`src/rtl/alu_mul_sequencer_if.sv`:
```
// Bundles the EX-stage, multiply-request and ALU signals shared by the sequencer and its neighbours.
// No latency of its own: it only carries wires.
// Backpressure reaches the EX stage only through ex_stall. The ALU itself is purely combinational.
interface alu_mul_sequencer_if #(
  parameter int WIDTH = 32
);
  // EX-stage request toward the ALU
  logic [WIDTH-1:0] ex_a;
  logic [WIDTH-1:0] ex_b;
  logic [1:0]       ex_sel;
  logic             ex_binvert;

  // Multiply request
  logic             start;
  logic [WIDTH-1:0] mcand;
  logic [WIDTH-1:0] mplier;

  // Shared ALU
  logic [WIDTH-1:0] alu_a;
  logic [WIDTH-1:0] alu_b;
  logic [1:0]       alu_sel;
  logic             alu_binvert;
  logic [WIDTH-1:0] alu_result;
  logic             alu_cout;

  // Status and product
  logic             busy;
  logic             ex_stall;
  logic             done;
  logic [WIDTH-1:0] prod_hi;
  logic [WIDTH-1:0] prod_lo;

  // Sequencer side: it owns the ALU operand mux and the product
  modport master (
    input  ex_a, ex_b, ex_sel, ex_binvert,
    input  start, mcand, mplier,
    input  alu_result, alu_cout,
    output alu_a, alu_b, alu_sel, alu_binvert,
    output busy, ex_stall, done, prod_hi, prod_lo
  );

  // Environment side: the EX stage, the requester and the ALU itself
  modport slave (
    output ex_a, ex_b, ex_sel, ex_binvert,
    output start, mcand, mplier,
    output alu_result, alu_cout,
    input  alu_a, alu_b, alu_sel, alu_binvert,
    input  busy, ex_stall, done, prod_hi, prod_lo
  );
endinterface

```
`src/rtl/alu_mul_sequencer.sv`:
```
// Time-shares the ripple ALU between the EX stage and an unsigned shift-add multiplier.
// The product appears WIDTH+1 cycles after start is sampled: WIDTH CALC cycles, then a one-cycle DONE.
// While CALC is active it holds EX with ex_stall. A start outside IDLE is dropped, not queued.
module alu_mul_sequencer #(
  parameter int WIDTH = 32,
  parameter int CNT_W = 5
) (
  input logic                clk,
  input logic                rst,
  alu_mul_sequencer_if.master bus
);

  typedef enum logic [1:0] {
    IDLE = 2'd0,
    CALC = 2'd1,
    DONE = 2'd2
  } state_t;

  localparam logic [CNT_W-1:0] LAST_ITER = CNT_W'(WIDTH - 1);
  localparam logic [1:0]       SEL_ADD   = 2'b10;

  state_t             state, state_nxt;
  logic [CNT_W-1:0]   count, count_nxt;
  logic [WIDTH-1:0]   mcand_reg, mcand_nxt;
  logic [2*WIDTH-1:0] prod, prod_nxt;
  logic [WIDTH:0]     partial;   // carry-extended upper half for this iteration
  logic               busy_int;
  logic               done_int;

  // State and datapath registers. Reset wins over every transition.
  always_ff @(posedge clk) begin
    if (rst) begin
      state     <= IDLE;
      count     <= '0;
      mcand_reg <= '0;
      prod      <= '0;
    end else begin
      state     <= state_nxt;
      count     <= count_nxt;
      mcand_reg <= mcand_nxt;
      prod      <= prod_nxt;
    end
  end

  // Next-state logic, ALU operand mux and shift-add step
  always_comb begin
    state_nxt       = state;
    count_nxt       = count;
    mcand_nxt       = mcand_reg;
    prod_nxt        = prod;
    partial         = '0;
    busy_int        = 1'b0;
    done_int        = 1'b0;
    bus.alu_a       = bus.ex_a;
    bus.alu_b       = bus.ex_b;
    bus.alu_sel     = bus.ex_sel;
    bus.alu_binvert = bus.ex_binvert;

    case (state)
      IDLE: begin
        if (bus.start) begin
          mcand_nxt = bus.mcand;
          prod_nxt  = {{WIDTH{1'b0}}, bus.mplier};
          count_nxt = '0;
          state_nxt = CALC;
        end
      end

      CALC: begin
        busy_int        = 1'b1;
        bus.alu_a       = prod[2*WIDTH-1:WIDTH];
        bus.alu_b       = mcand_reg;
        bus.alu_sel     = SEL_ADD;
        bus.alu_binvert = 1'b0;
        // Keep the adder carry, so the (2W+1)-bit shift never loses a bit
        partial = prod[0] ? {bus.alu_cout, bus.alu_result}
                          : {1'b0, prod[2*WIDTH-1:WIDTH]};
        prod_nxt  = {partial, prod[WIDTH-1:1]};
        count_nxt = count + CNT_W'(1);
        if (count == LAST_ITER) begin
          state_nxt = DONE;
        end
      end

      DONE: begin
        done_int  = 1'b1;
        state_nxt = IDLE;
      end

      default: begin
        state_nxt = IDLE;
      end
    endcase
  end

  assign bus.busy     = busy_int;
  assign bus.ex_stall = busy_int;
  assign bus.done     = done_int;
  assign bus.prod_hi  = prod[2*WIDTH-1:WIDTH];
  assign bus.prod_lo  = prod[WIDTH-1:0];

endmodule

```
`src/flat_wrapper.sv`:
```
// flat-port wrapper written by rule: the top's interface ports become plain ports
module alu_mul_sequencer_flat 
#(
  parameter int WIDTH = 32,
  parameter int CNT_W = 5
)
  (clk, rst, bus_ex_a, bus_ex_b, bus_ex_sel, bus_ex_binvert, bus_start, bus_mcand, bus_mplier, bus_alu_result, bus_alu_cout, bus_alu_a, bus_alu_b, bus_alu_sel, bus_alu_binvert, bus_busy, bus_ex_stall, bus_done, bus_prod_hi, bus_prod_lo);
  alu_mul_sequencer_if #(.WIDTH(WIDTH)) bus_i ();
  input logic clk;
  input logic rst;
  input wire logic [$bits(bus_i.ex_a)-1:0] bus_ex_a;
  input wire logic [$bits(bus_i.ex_b)-1:0] bus_ex_b;
  input wire logic [$bits(bus_i.ex_sel)-1:0] bus_ex_sel;
  input wire logic [$bits(bus_i.ex_binvert)-1:0] bus_ex_binvert;
  input wire logic [$bits(bus_i.start)-1:0] bus_start;
  input wire logic [$bits(bus_i.mcand)-1:0] bus_mcand;
  input wire logic [$bits(bus_i.mplier)-1:0] bus_mplier;
  input wire logic [$bits(bus_i.alu_result)-1:0] bus_alu_result;
  input wire logic [$bits(bus_i.alu_cout)-1:0] bus_alu_cout;
  output wire logic [$bits(bus_i.alu_a)-1:0] bus_alu_a;
  output wire logic [$bits(bus_i.alu_b)-1:0] bus_alu_b;
  output wire logic [$bits(bus_i.alu_sel)-1:0] bus_alu_sel;
  output wire logic [$bits(bus_i.alu_binvert)-1:0] bus_alu_binvert;
  output wire logic [$bits(bus_i.busy)-1:0] bus_busy;
  output wire logic [$bits(bus_i.ex_stall)-1:0] bus_ex_stall;
  output wire logic [$bits(bus_i.done)-1:0] bus_done;
  output wire logic [$bits(bus_i.prod_hi)-1:0] bus_prod_hi;
  output wire logic [$bits(bus_i.prod_lo)-1:0] bus_prod_lo;
  assign bus_i.ex_a = bus_ex_a;
  assign bus_i.ex_b = bus_ex_b;
  assign bus_i.ex_sel = bus_ex_sel;
  assign bus_i.ex_binvert = bus_ex_binvert;
  assign bus_i.start = bus_start;
  assign bus_i.mcand = bus_mcand;
  assign bus_i.mplier = bus_mplier;
  assign bus_i.alu_result = bus_alu_result;
  assign bus_i.alu_cout = bus_alu_cout;
  assign bus_alu_a = bus_i.alu_a;
  assign bus_alu_b = bus_i.alu_b;
  assign bus_alu_sel = bus_i.alu_sel;
  assign bus_alu_binvert = bus_i.alu_binvert;
  assign bus_busy = bus_i.busy;
  assign bus_ex_stall = bus_i.ex_stall;
  assign bus_done = bus_i.done;
  assign bus_prod_hi = bus_i.prod_hi;
  assign bus_prod_lo = bus_i.prod_lo;
  alu_mul_sequencer #(.WIDTH(WIDTH), .CNT_W(CNT_W)) u_core (.clk(clk), .rst(rst), .bus(bus_i));
endmodule
```
`config.mk`:
```
export PLATFORM = sky130hd
export DESIGN_NAME = alu_mul_sequencer_flat
export DESIGN_NICKNAME = d
export VERILOG_FILES = /design/src/rtl/alu_mul_sequencer_if.sv /design/src/rtl/alu_mul_sequencer.sv /design/src/flat_wrapper.sv
export SDC_FILE = /design/constraint.sdc
export NUM_CORES = 1
export LEC_CHECK = 0
export ABC_AREA = 1
export CORE_UTILIZATION = 40
export CTS_CLUSTER_DIAMETER = 30
export DETAILED_ROUTE_END_ITERATION = 8
export PLACE_DENSITY = 0.88
export SETUP_SLACK_MARGIN = 0.4
export SYNTH_ARGS = -nofsm -noshare
export SYNTH_HDL_FRONTEND = slang
export SYNTH_SLANG_ARGS = --single-unit
```
`constraint.sdc`:
```
create_clock -name clk -period 4.1 [get_ports clk]
set_clock_uncertainty 0.05 [all_clocks]
set_input_delay 1.025 -clock clk [delete_from_list [all_inputs] [get_ports clk]]
set_output_delay 1.025 -clock clk [all_outputs]
set_load 0.1 [all_outputs]
```
==> summary.md <==
| Metric | Value |
|---|---|
| CTS max path bufs | `2` |
| Final WS setup | `711 ps` |
| Pre-CTS WS | `970 ps` |
| Die Height | `116 um` |
| Initial antenna violation count | `0` |
| WS Path Type | `reg2out` |
| WP data required | `3020 ps` |
| Core ar. | `12700 um2` |
| Post-CTS Setup Inserts | `0` |
| Routed Antenna Nets | `0` |
| Worst EP arrival | `2310 ps` |
| Syn_nets | `1015` |
| Root buf cell | `clkbuf_16` |
| Pleak | `3.68 nW` |
| Fillers | `1123` |
| Unrepaired setup endpoints after global routing | `false` |
| Hold Crit Class | `reg2reg` |
| N_diodes | `0` |
| PD cells | `405 nW/um2` |
| Ys Warns | `0` |
| Critical Path Fanout Max | `103` |
| Final hold violation count | `0` |
| MaxCap Viol Count | `0` |
| Largest net degree at the start of global routing | `104` |
| Area growth from synthesis to layout | `59.5%` |
| Ratio of final minimum period to clock period | `82.7%` |
| Routed WL | `16600 um` |
| DR pass1 iterations | `4` |
| Commonest non-fill, non-tap cells in the layout | `nand2_1, clkdlybuf4s50_1, nor2_1` |
| Post-route cell area | `8360 um2` |
| Mapped cell area | `5240 um2` |
| Largest stage delay, worst path | `720 ps` |
| Critical path's slowest cell | `nand2_4` |
| Starting Density | `41.3%` |
| Sequential-to-total area share from yosys stat | `39.4%` |
| Worst Hold Slack | `430 ps` |
| Power Total | `3.39 mW` |
| CTS tree | `done` |
| Drt drc | `0` |
| Worst relative slew slack | `30.8%` |
| CTS Buf Count | `9` |
| Mapped Cells | `846` |
| First-pass GRT wire length | `25300 um` |
| CTS H-Tree Depth | `3` |
| Worst setup EP type | `primary output` |
| IO Port Bufs | `300` |
| Fin nets | `1272` |
| GPL Wtd Cong | `0.902` |
| Fmax | `295 MHz` |
| Drt via density | `4.71` |
| Iter 0 DRT Violations | `460` |
| Slew Limit Fails | `0` |
| Layout cells sized above 1 | `8.94%` |
| Clock-pin slew on the worst setup and hold paths | `70 ps` |
| Syn avg cell area | `6.19 um2` |
| Boundary pin count | `301` |
| DPL Wire Length | `11900 um` |
| Flops & latches, synth | `103` |
| Final setup TNS | `0 ps` |
| Top Family by Delay on Critical Path | `simple AND/OR/NAND/NOR gates` |
| CP Launch Type | `flop` |
| Critical path buffers and inverters | `2` |
| Max reg flops | `64` |
| Die area | `13600 um2` |
| Area of placed instances | `8080 um2` |
| CP cell instances | `inv_1, nand2_4, nand2_1, o21ai_1, buf_4` |
| WL per Instance | `13.0 um` |
| Final setup fails | `0` |
| Clk_lat worst skew | `350 ps` |
| Yosys cell types | `19` |
| Rows | `41` |
| Most common cell after layout, fill and taps aside | `nand2_1` |
| Clock sinks | `103` |
| Chip width | `116 um` |
| Worst vdd ir | `0.000228 V` |
| DR vias | `6031` |
| GRT Total Usage | `23.9%` |
| Fin crit period | `3390 ps` |
| Vias in the first global route | `5297` |
| Status | `finished clean` |
| Gates resized, CTS repair | `0` |
| Hold buffer count at CTS | `0` |
| Least-Margin Pin Slew | `1030 ps` |
| Total grt overflow | `0` |
where the power goes:
| part | internal [mW] | switching, mW | leakage (nW) |
|---|---|---|---|
| Clock | 0.428 | 0.384 | 0.132 |
| Combinational | 0.393 | 1.07 | 2.70 |
| Sequential | 1.07 | 0.0407 | 0.847 |
cell type report:
cell class                 instances  area (um2)  area share, %
tap                              172         215           2.58
multi-input combinational        608        2630           31.5
inverter                          74         278           3.32
timing repair buffer             307        2890           34.6
clock buffer                      11         243           2.91
clock inverter                     5        33.8          0.404
sequential                       103        2060           24.7
worst paths after layout:
path | from | end | slack, ps | cells past startpoint
worst max register to register | u_core.state[0] | u_core.prod[48] | 1830 | 6
worst min-delay path | u_core.count[4] | u_core.count[4] | 430 | 2
worst min register to register | u_core.count[4] | u_core.count[4] | 430 | 2
worst max-delay path | u_core.state[1] | bus_alu_a[23] | 710 | 5
kinds of logic after synthesis:
| family | synth area share, % |
|---|---|
| buffers and inverters | 10.8 |
| AO/OA/AOI/OAI | 17.8 |
| flip-flops | 39.4 |
| adder cells (fa/ha/maj) | 0.478 |
| AND/OR/NAND/NOR | 31.5 |
stage by stage:
stage | std cells | utilization [%]
finish | 1280 | 65.9
global route | 1280 | 65.9
CTS | 1280 | 65.9
detailed placement | 1264 | 63.8
global placement | 1264 | 63.8
floorplan | 846 | -
synthesized netlist by cell type, drive strengths merged:
| master | instances | area (um2) |
|---|---|---|
| nand4 | 1 | 6.26 |
| o211ai | 32 | 240 |
| dfxtp | 103 | 2060 |
| buf | 41 | 215 |
| inv | 74 | 278 |
| nand3 | 4 | 20.0 |
| ha | 2 | 25.0 |
| clkbuf | 20 | 75.1 |
| a21oi | 40 | 200 |
| o21ai | 98 | 490 |
| or2 | 1 | 6.26 |
| nand2 | 296 | 1110 |
| nor3 | 2 | 10.0 |
| nor2 | 132 | 495 |
routing by layer:
metal  vias to the layer above  track usage, %  share of wire, %
li1                       3144               -                 -
met1                      2641            28.5                41
met2                       212            40.7                49
met3                        34            5.86               6.7
met4                         0            10.1               2.8
met5                         -               0                 0
worst min-delay path, stage by stage (launching register included):
cell     delay (ps)
dfxtp_1         310
nand2_1          70
a21oi_1          50
(Power assumes the default switching activity.)
